<file path="src/rtl/keypad_entry_buffer.sv">
`default_nettype none
// ============================================================================
//  Module      : keypad_entry_buffer
//  Description : Synchronises and debounces a digit keypad plus delete/clear
//                keys, shifts accepted digits into a DIGITS-deep entry
//                register and reports progress, completion and idle timeout.
//  Revision    : 1.0 - initial release
// ============================================================================
module keypad_entry_buffer #(
  parameter int NBTN           = 4,
  parameter int DIGITS         = 4,
  parameter int DW             = 4,
  parameter int DEB_CYCLES     = 20000,
  parameter int TIMEOUT_CYCLES = 50000000
) (
  input  logic                         clk,
  input  logic                         rst,
  input  logic [NBTN-1:0]              btn,
  input  logic                         btn_del,
  input  logic                         btn_clr,
  output logic [DIGITS*DW-1:0]         data,
  output logic [$clog2(DIGITS+1)-1:0]  cnt,
  output logic                         full,
  output logic                         done,
  output logic                         key_valid,
  output logic [DW-1:0]                key_code,
  output logic                         multi_err,
  output logic                         timeout
);

  localparam int VW = NBTN + 2;
  localparam int CW = $clog2(DIGITS + 1);
  localparam int SW = $clog2(DEB_CYCLES + 1);
  localparam int TW = (TIMEOUT_CYCLES > 1) ? $clog2(TIMEOUT_CYCLES + 1) : 1;
  localparam int EW = DIGITS * DW;

  localparam logic [SW-1:0] C_DEB_MAX  = SW'(DEB_CYCLES);
  localparam logic [CW-1:0] C_CNT_FULL = CW'(DIGITS);
  localparam logic [TW-1:0] C_TO_LAST  = TW'((TIMEOUT_CYCLES > 0) ? TIMEOUT_CYCLES - 1 : 0);

  typedef enum logic [1:0] {
    IDLE  = 2'd0,
    ENTRY = 2'd1,
    FULL  = 2'd2
  } state_t;

  // Input path: raw keys as one vector {clr, del, digits}
  logic [VW-1:0] w_raw;
  logic [VW-1:0] sync1_q, sync2_q;
  logic [VW-1:0] cand_q, cand_d;
  logic [SW-1:0] stab_q, stab_d;
  logic [VW-1:0] deb_q, deb_d;
  logic          arm_q, arm_d;
  logic          w_press;

  // Entry state
  state_t        state_q, state_d;
  logic [EW-1:0] data_q, data_d;
  logic [CW-1:0] cnt_q, cnt_d;
  logic [DW-1:0] key_code_q, key_code_d;
  logic          key_valid_q, key_valid_d;
  logic          done_q, done_d;
  logic          multi_err_q, multi_err_d;
  logic          timeout_q, timeout_d;
  logic [TW-1:0] idle_q, idle_d;

  // Event decode
  logic [NBTN-1:0] w_btn;
  logic            w_onehot;
  logic [DW-1:0]   w_code;
  logic [EW-1:0]   w_code_ext;

  assign w_raw = {btn_clr, btn_del, btn};

  // Two-flop synchroniser for every raw key
  always_ff @(posedge clk or posedge rst) begin
    if (rst) begin
      sync1_q <= '0;
      sync2_q <= '0;
    end else begin
      sync1_q <= w_raw;
      sync2_q <= sync1_q;
    end
  end

  // Shared debounce: count stable cycles of the synchronised vector, then
  // accept it. A press only counts once the keypad has been seen released
  // after reset (arm), so a key held through reset is ignored.
  always_comb begin
    cand_d  = cand_q;
    stab_d  = stab_q;
    deb_d   = deb_q;
    arm_d   = arm_q;
    if (sync2_q != cand_q) begin
      cand_d = sync2_q;
      stab_d = SW'(1);
    end else if (stab_q == C_DEB_MAX) begin
      deb_d = cand_q;
      if (cand_q == '0) begin
        arm_d = 1'b1;
      end
    end else begin
      stab_d = stab_q + SW'(1);
    end
    w_press = arm_q && (deb_q == '0) && (deb_d != '0);
  end

  // Debounce state registers
  always_ff @(posedge clk or posedge rst) begin
    if (rst) begin
      cand_q <= '0;
      stab_q <= '0;
      deb_q  <= '0;
      arm_q  <= 1'b0;
    end else begin
      cand_q <= cand_d;
      stab_q <= stab_d;
      deb_q  <= deb_d;
      arm_q  <= arm_d;
    end
  end

  // Encode the single set digit key as its index
  always_comb begin
    w_btn    = deb_d[NBTN-1:0];
    w_onehot = (w_btn != '0) && ((w_btn & (w_btn - NBTN'(1))) == '0);
    w_code   = '0;
    for (int i = 0; i < NBTN; i++) begin
      if (w_btn[i]) begin
        w_code = DW'(i);
      end
    end
    w_code_ext = EW'(w_code);
  end

  // Entry FSM next state: press events in priority clr > del > digit > error,
  // otherwise the idle timer in ENTRY
  always_comb begin
    state_d     = state_q;
    data_d      = data_q;
    cnt_d       = cnt_q;
    key_code_d  = key_code_q;
    key_valid_d = 1'b0;
    done_d      = 1'b0;
    multi_err_d = 1'b0;
    timeout_d   = 1'b0;
    idle_d      = '0;
    if (w_press) begin
      if (deb_d[NBTN+1]) begin
        data_d  = '0;
        cnt_d   = '0;
        state_d = IDLE;
      end else if (deb_d[NBTN]) begin
        if (cnt_q != '0) begin
          data_d  = data_q >> DW;
          cnt_d   = cnt_q - CW'(1);
          state_d = (cnt_q == CW'(1)) ? IDLE : ENTRY;
        end
      end else if (w_onehot) begin
        key_valid_d = 1'b1;
        key_code_d  = w_code;
        if (state_q == FULL) begin
          data_d  = w_code_ext;
          cnt_d   = CW'(1);
          state_d = (DIGITS == 1) ? FULL : ENTRY;
        end else begin
          data_d = (data_q << DW) | w_code_ext;
          cnt_d  = cnt_q + CW'(1);
          if (cnt_q == C_CNT_FULL - CW'(1)) begin
            state_d = FULL;
            done_d  = 1'b1;
          end else begin
            state_d = ENTRY;
          end
        end
      end else begin
        multi_err_d = 1'b1;
      end
    end else if ((state_q == ENTRY) && (TIMEOUT_CYCLES != 0)) begin
      if (idle_q == C_TO_LAST) begin
        data_d    = '0;
        cnt_d     = '0;
        state_d   = IDLE;
        timeout_d = 1'b1;
      end else begin
        idle_d = idle_q + TW'(1);
      end
    end
  end

  // Entry FSM registers and registered outputs
  always_ff @(posedge clk or posedge rst) begin
    if (rst) begin
      state_q     <= IDLE;
      data_q      <= '0;
      cnt_q       <= '0;
      key_code_q  <= '0;
      key_valid_q <= 1'b0;
      done_q      <= 1'b0;
      multi_err_q <= 1'b0;
      timeout_q   <= 1'b0;
      idle_q      <= '0;
    end else begin
      state_q     <= state_d;
      data_q      <= data_d;
      cnt_q       <= cnt_d;
      key_code_q  <= key_code_d;
      key_valid_q <= key_valid_d;
      done_q      <= done_d;
      multi_err_q <= multi_err_d;
      timeout_q   <= timeout_d;
      idle_q      <= idle_d;
    end
  end

  assign data      = data_q;
  assign cnt       = cnt_q;
  assign full      = (state_q == FULL);
  assign done      = done_q;
  assign key_valid = key_valid_q;
  assign key_code  = key_code_q;
  assign multi_err = multi_err_q;
  assign timeout   = timeout_q;

endmodule
`default_nettype wire

</file>
<file path="config.mk">
export PLATFORM = sky130hd
export DESIGN_NAME = keypad_entry_buffer
export DESIGN_NICKNAME = d
export VERILOG_FILES = /design/src/rtl/keypad_entry_buffer.sv
export SDC_FILE = /design/constraint.sdc
export NUM_CORES = 1
export LEC_CHECK = 0
export BUFFER_PORTS_ARGS = -buffer_cell sky130_fd_sc_hd__buf_4
export CORE_MARGIN = 2
export CORE_UTILIZATION = 56
export DETAILED_ROUTE_END_ITERATION = 10
export GPL_ROUTABILITY_DRIVEN = 0
export HOLD_SLACK_MARGIN = 0.02
export PLACE_DENSITY = 0.78
export SYNTH_ARGS = -nofsm -noshare
export SYNTH_HDL_FRONTEND = slang
export SYNTH_SLANG_ARGS = --single-unit
</file>
<file path="constraint.sdc">
create_clock -name clk -period 7.26 [get_ports clk]
set_input_delay 0.726 -clock clk [delete_from_list [all_inputs] [get_ports clk]]
set_output_delay 0.726 -clock clk [all_outputs]
set_load 0.01 [all_outputs]
</file>
==> results of run 1 <==
worst reg2reg max path: stages (launching register included):
cell and delay [ns]:
sky130_fd_sc_hd__dfrtp_1 0.42, sky130_fd_sc_hd__inv_1 0.11, sky130_fd_sc_hd__ha_1 0.15, sky130_fd_sc_hd__and4bb_2 0.24
sky130_fd_sc_hd__nand4_2 0.19, sky130_fd_sc_hd__nor3_4 0.49, sky130_fd_sc_hd__nand3_2 0.26, sky130_fd_sc_hd__nand2_4 0.31
sky130_fd_sc_hd__mux2_2 0.38
routing by layer:
| metal | vias up | routed length [um] |
|---|---|---|
| li1 | 1487 | - |
| met1 | 1543 | 4066 |
| met2 | 54 | 4136 |
| met3 | 4 | 307 |
| met4 | 0 | 53 |
| met5 | - | 0 |
logic make-up after synthesis:
group	Yosys count	synth area share, %
buffers and inverters	43	4.557
multiplexers	26	6.307
XOR/XNOR	42	8.169
adder cells (fa/ha/maj)	8	2.223
other	1	0.08328
flip-flops	93	51.68
AND/OR/NAND/NOR	181	21.78
AO/OA/AOI/OAI	33	5.196
final cells by class:
type                    count  area (um2)
fillers                   599        2738
flip-flops and latches     93        2327
multi-input cells         292        1974
repair buffers             34       255.2
clock inverters             6       133.9
clock buffers              10       127.6
well taps                 102       127.6
inverters                  22       83.83
final timing paths:
check | start | to | cells past startpoint
worst min register to register | sync1_q[0] | sync2_q[0] | 0
min in group asynchronous | rst | timeout | 2
worst min-delay path | sync1_q[0] | sync2_q[0] | 0
worst max register to register | stab_q[0] | data[6] | 8
worst max-delay path | stab_q[0] | data[6] | 8
max in group asynchronous | rst | cand_q[1] | 3
power by group through the flow:
stage | Clock (mW) | Sequential, mW | Combinational [mW]
after global placement | 0 | 0.539 | 0.0259
after floorplan | 0 | 0.535 | 0.0226
after detailed placement | 0 | 0.539 | 0.0267
final | 0.442 | 0.529 | 0.0260
after CTS | 0.451 | 0.529 | 0.0269
after global routing | 0.471 | 0.530 | 0.0300
through the flow:
stage                     hold WS [ns]  power [mW]
after floorplan                 0.3312      0.5579
after global placement          0.3321      0.5646
after detailed placement        0.3371      0.5657
after CTS                       0.3564       1.007
after global routing            0.3664       1.031
final                           0.3539      0.9968
cells in the final DEF, fill, tap and decap left out, types with 9 or more instances in the layout:
cell,instances
sky130_fd_sc_hd__dfrtp_1,93
sky130_fd_sc_hd__nor2_1,59
sky130_fd_sc_hd__nand2_1,38
sky130_fd_sc_hd__buf_4,34
sky130_fd_sc_hd__nand3_1,24
sky130_fd_sc_hd__xnor2_1,21
sky130_fd_sc_hd__xor2_1,21
sky130_fd_sc_hd__inv_1,21
sky130_fd_sc_hd__mux2i_1,13
sky130_fd_sc_hd__mux2_2,11
sky130_fd_sc_hd__nand4_1,9
sky130_fd_sc_hd__clkbuf_8,9
sequential cells by signal, summed over array words and instances, names as in the netlist, 3 cells and up:
signal / cells
sync2_q: 6
deb_q: 6
sync1_q: 6
cnt: 3
data: 16
idle_q: 26
stab_q: 15
cand_q: 6
==> summary.md, run 1 <==
The flow ran to the end, and the final reports show no timing, DRC or antenna violations. The via count of the first global-routing pass is 3183, and the mean number of vias per cell is 5.524. Number of I/O pins: 36.

The largest individual stage delay along the critical path comes from the cell sky130_fd_sc_hd__nor3_4. The area of the placeable core came out at 7767 um2. For this run, the number of Yosys warnings is 0. Clock-pin slew was measured on the worst setup and hold paths at 0.09 ns. The nature of the critical path endpoint is a flip-flop. Per report_power, the combinational group accounts for 2.6% of the total. The min-delay analysis places its worst path in the category flip-flop to flip-flop. The aggregate routed wire length is 8563 um, and the maximum net fanout on the critical path is 18. Entering global routing, the biggest net connects 59 pins.

The tools report the final instance count without filler cells as 559. After the first detailed-routing iteration, the DRC count stood at 114. The run gives 2 as the maximum clock path buffer count. For met3 alone, demand over resource in global routing was 5.778%. The first global-routing pass estimated 14720 um of wire.

The total net switching power was 0.2020 mW. In the routed design, unresolved DRC markers number 0. The run gives 427 as the synthesized netlist cell count. The first-pass iteration count of the detailed router was 4; the internal power was 0.7949 mW.

The minimum setup slack in the final design was 4.607 ns; the number of I/O port buffers was 33. The post-placement worst setup slack came out at 4.621 ns. The critical path buffer and inverter count works out to 1. The critical path goes through inv_1, ha_1, and4bb_2, nand4_2, nor3_4, nand3_2, nand2_4, mux2_2.

The chip width works out to 93.67 um. For this run, global-route usage on met1 was measured as 28.30%. The area added between synthesis and finish is 11.70%, and the critical path's largest stage delay is 0.49 ns. Clock tree synthesis inserted a total of 9 buffers. The transition time of the tightest slew-check pin came out at 0.8898 ns. For this design the static power due to leakage is 2.168 nW.

TritonCTS built the clock tree. The met2 usage is 34.89%, and the count of final setup violators is 0. A synthesized cell averages 10.55 um2.

In the finished design, the share of the clock period the worst path needs comes to 36.54%. The number of antenna violations at the first check in global routing is 0. The share of flip-flops with an asynchronous set or reset after synthesis works out to 100.0%. Grouping stages by cell kind, the critical path spends the most delay in simple AND/OR/NAND/NOR gates. The root cell of the clock tree is sky130_fd_sc_hd__clkbuf_8. The synthesized cell area was 4503 um2.

Sequential cells were found to cover 51.68% of the synthesized design area. The number of gates resized after CTS was 0. VDD sags by at most 0.0001223 V. Via count: 3088. Cell type with the largest total area after synthesis: sky130_fd_sc_hd__dfrtp_1. Sequential cells account for 53.1% of the total power. Based on the critical path, the design can be clocked at up to 376.9 MHz. The clock network burns 44.3% of the power. The tools report the all-layer global routing usage as 21.30%. Counting instances in the post-synthesis netlist gives the leading cell types as 93 x sky130_fd_sc_hd__dfrtp_1, 59 x sky130_fd_sc_hd__nor2_1, 38 x sky130_fd_sc_hd__nand2_1. For the worst setup path, the data required time is 7.51 ns. After global routing the overflow that remains totals 0. The synthesized design contains 93 register bits.

Time the worst path needs with I/O delays and setup: 2.653 ns. The global routing stage identified its most utilized layer as met2. For this design, the CTS-stage hold fixing added 0 buffers. Final layout net count: 468.

For the cell count after placement, the log shows 543. The switching fraction of total power was 20.26%; the distinct cell type count of the synthesized netlist was 59. The logs give 0 for the max-slew violation count and 0.36 ns for the clock network latency to the later pin of the worst-skew pair. The most numerous cell in the Yosys netlist is sky130_fd_sc_hd__dfrtp_1. Once the clock tree was built, the setup fixing pass inserted 0 buffers.

The fraction of layout cells with a size suffix above 1 was 17.51%. Sort of element at the start of the critical path: a flip-flop. Predominant post-synthesis flop cell: sky130_fd_sc_hd__dfrtp_1. By area the synthesized netlist is led by sky130_fd_sc_hd__dfrtp_1 52%, sky130_fd_sc_hd__nor2_1 4.9%, sky130_fd_sc_hd__xnor2_1 4.1%. The worst pin sits at a relative slew slack of 40.32%. Setup repair after global routing left no endpoint under its margin.

Start-to-end type of the worst setup path: flip-flop to flip-flop. Cells fill 64.76% of the core in the end. The count of max-cap constraint violations came out at 0. After routing, the total negative slack on setup checks comes to 0 ns.

The finished cells cover 5030 um2. In the final routed layout, each cell accounts on average for 15.32 um. The die boundary height works out to 93.67 um.

The tools report the number of core rows as 32. The total power per unit cell area is 198.2 nW/um2, and the TritonCTS sink count is 93. The run gives 4.61 ns as the reg-to-reg setup timing slack.

The initial utilization of the core area, before any placement, comes to 57.97%. Yosys mapped a number of flops with a built-in enable equal to 0. The tools report the number of H-tree branching levels as 3. The area fraction of the dominant cell type after synthesis was 51.68%. On the final layout, the worst clock skew is 0.01184 ns. The instance area at placement came out at 4768 um2.

The run gives 5795 um as the half-perimeter wire length after detailed placement. The tools report the number of nets with antenna violations after routing as 0. The count of antenna diodes in the layout is 0, and the area enclosed by the die boundary is 8774 um2. For the number of hold violations in the final report, the log shows 0.

Data arrives at the worst endpoint at 2.91 ns.
(Power assumes the default switching activity.)
==> run 2, diff against run 1 <==
clock period = 2.7 ns   (was 7.26 ns; I/O delays follow)
==> run 2 against run 1 <==
  * Maximum frequency increased by 9.4%
  * Sequential share of layout area is 0.19 points lower
  * Die area is the same
  * Wire length fell by 0.68%
  * First-iteration DRC count up 47%
  * Hold slack gained 0.0016 ns
  * Critical endpoint is now data[5]
  * Largest power group unchanged
==> summary.md, run 2 (synthesis results as in run 1) <==
For the post-layout total power, the log shows 2.352 mW. The top achievable clock speed was 412.2 MHz; the time the worst path needs with I/O delays and setup was 2.426 ns. The number of hold violations in the final report was 0; the half-perimeter wire length after detailed placement was 5896 um. The all-layer global routing usage is 21.24%. The initial cell density of the core is 57.97%, and the critical path's largest stage delay is 0.48 ns. The first routing iteration left 168 violations.

The via count of the first global-routing pass is 3233. The number of nets with antenna violations after routing was 0. TritonCTS built the clock tree. The area of the placeable core is 7767 um2.

The die covers 8774 um2. The critical path goes through nor4_1, and4b_1, a21oi_2, nand3_2, nand2_4, mux2_2. Hold repair after CTS inserted 7 buffers. For the aggregate global routing overflow, the log shows 0. The share of total power dissipated in sequential elements is 60.4%. In this run the horizontal extent of the chip is 93.67 um. For the first-pass iteration count of the detailed router, the log shows 4. Setup repair after global routing left no endpoint under its margin.

The critical path buffer and inverter count was 0; the via count was 3123. The flow ran to the end, and the final reports show no timing, DRC or antenna violations. The worst setup path is captured at a flip-flop. The internal power is 1.802 mW. The longest clock path from root to sink contains 2 buffers.

The first-pass GRT wire length is 14690 um, and the number of I/O port buffers is 33. The tools report the total net switching power as 0.5495 mW. The sort of element at the start of the critical path is a flip-flop. Of the total power, the share spent switching nets is 23.37%. The pin count of the biggest net entering global routing came out at 54. The tools report the max-slew violation count as 0. The aggregate routed wire length is 8505 um. The tightest min-delay check is of the flip-flop to flip-flop type. For the worst-skew pair, the clock arrives at the later sink with an insertion delay of 0.36 ns. After layout, the worst path uses 89.84% of the clock period. In the layout the commonest cells are 93 x sky130_fd_sc_hd__dfrtp_1, 59 x sky130_fd_sc_hd__nor2_1, 38 x sky130_fd_sc_hd__nand2_1.

The number of flip-flops under the largest register name came out at 26. The die boundary height is 93.67 um. The final layout net count was 478. The data arrival time at the worst-slack endpoint is 2.68 ns. Clock tree synthesis inserted a total of 9 buffers.

Among cell families on the critical path, the largest total delay comes from simple AND/OR/NAND/NOR gates. Pin placement for this block handled 36 I/O pins. The initialized floorplan defines 32 standard-cell rows. Along the worst path, the maximum fanout reaches 18.

The count of antenna diodes in the layout was 0; the clock-pin slew of the registers on the worst-case setup and hold paths was 0.09 ns. In the final routed layout, each cell accounts on average for 14.95 um. The number of H-tree branching levels came out at 3. The root cell of the clock tree is sky130_fd_sc_hd__clkbuf_8. The layout filler cell count was 601; the remaining design rule violation count was 0.

Total negative setup slack: 0 ns. Counting every sink on the clock net gives 93. After clock tree synthesis, the repair step resized 0 gates. From synthesis to final layout, the design area changed by 12.17%.

The mean number of vias per cell was 5.489; the count of final setup violators was 0. Once placement completed, the tool counted placed cells totaling 546. In this run the power density over the cells is 465.6 nW/um2.

The number of antenna violations at the first check in global routing came out at 0. The portion of total power attributed to the clock network is 36.1%. The register with the most flip-flops in the final layout is idle_q. The slowest stage of the critical path belongs to the cell sky130_fd_sc_hd__dfrtp_1. The worst pin sits at a relative slew slack of 54.00%. Between clock sinks in the finished design, the worst skew comes to 0.008389 ns. For the pin with the worst max-slew slack, the measured transition is 0.6892 ns. The tools report the final instance count without filler cells as 569. The library cell used most frequently in the layout, excluding fill and tap cells, is sky130_fd_sc_hd__dfrtp_1. The fraction of layout cells with a size suffix above 1 works out to 17.56%. Critical path data required time: 2.95 ns. The critical path is of the flip-flop to flip-flop type. Across the run, the number of max-cap violations was 0. Post-CTS timing repair inserted 0 buffers for setup. The reg-to-reg setup timing slack was 0.27 ns; the leakage dissipation was 2.170 nW.

Maximum vdd drop: 0.0002517 V. Of the total power, combinational logic draws 3.5%.
run 2: cell count changes in the layout (fill, tap and decap cells not counted), moves of 2 or more:
cell,previous run,this run
sky130_fd_sc_hd__dlygate4sd3_1,0,7
sky130_fd_sc_hd__bufinv_16,4,0
sky130_fd_sc_hd__clkinvlp_4,0,2
sky130_fd_sc_hd__buf_4,34,36
run 2: routing by layer:
metal  part of all wire, %  global-route usage, %  wire length (um)
met1                    46                  28.41              3942
met3                   4.2                  5.698               353
met4                  0.47                  6.522                40
met5                     0                      0                 0
met2                    49                  34.11              4169
run 2: worst paths after layout:
kind | start | end | depth (start not counted)
hold / removal | sync1_q[5] | sync2_q[5] | 0
setup reg to reg | cand_q[1] | data[5] | 6
max in group asynchronous | rst | key_code[1] | 4
setup / recovery | cand_q[1] | data[5] | 6
hold reg to reg | sync1_q[5] | sync2_q[5] | 0
min in group asynchronous | rst | sync1_q[4] | 3
run 2: power groups by stage:
stage,logic [mW],registers [mW],clock network (mW)
after CTS,0.0839,1.42,0.870
after global routing,0.0943,1.42,0.936
final,0.0822,1.42,0.848
after detailed placement,0.0757,1.45,0
after floorplan,0.0607,1.44,0
after global placement,0.0742,1.45,0
run 2: stage by stage:
| step | setup WS [ns] | cell area [um2] | hold WS (ns) | utilization, % |
|---|---|---|---|---|
| after detailed placement | 0.3342 | 4803 | 0.3387 | 61.84 |
| after floorplan | 0.009686 | 4507 | 0.3014 | - |
| after global routing | 0.1548 | 5051 | 0.3615 | 65.03 |
| final | 0.2743 | 5051 | 0.3554 | 65.03 |
| after CTS | 0.3162 | 5051 | 0.3567 | 65.03 |
| after global placement | 0.3958 | 4803 | 0.3312 | 61.84 |
run 2: cell type report:
type                    instances  area, um2  share of cell area (%)
multi-input cells             292       1974                   39.09
flip-flops and latches         93       2327                   46.07
well taps                     102      127.6                   2.527
clock buffers                  12      145.1                   2.873
inverters                      22      83.83                   1.660
repair buffers                 44      360.3                   7.134
clock inverters                 4      32.53                  0.6440
run 2: worst reg2reg max path, stage by stage, from the launching register on:
cell                      delay (ns)
sky130_fd_sc_hd__dfrtp_1        0.48
sky130_fd_sc_hd__nor4_1         0.48
sky130_fd_sc_hd__and4b_1        0.34
sky130_fd_sc_hd__a21oi_2        0.17
sky130_fd_sc_hd__nand3_2        0.18
sky130_fd_sc_hd__nand2_4        0.29
sky130_fd_sc_hd__mux2_2         0.38
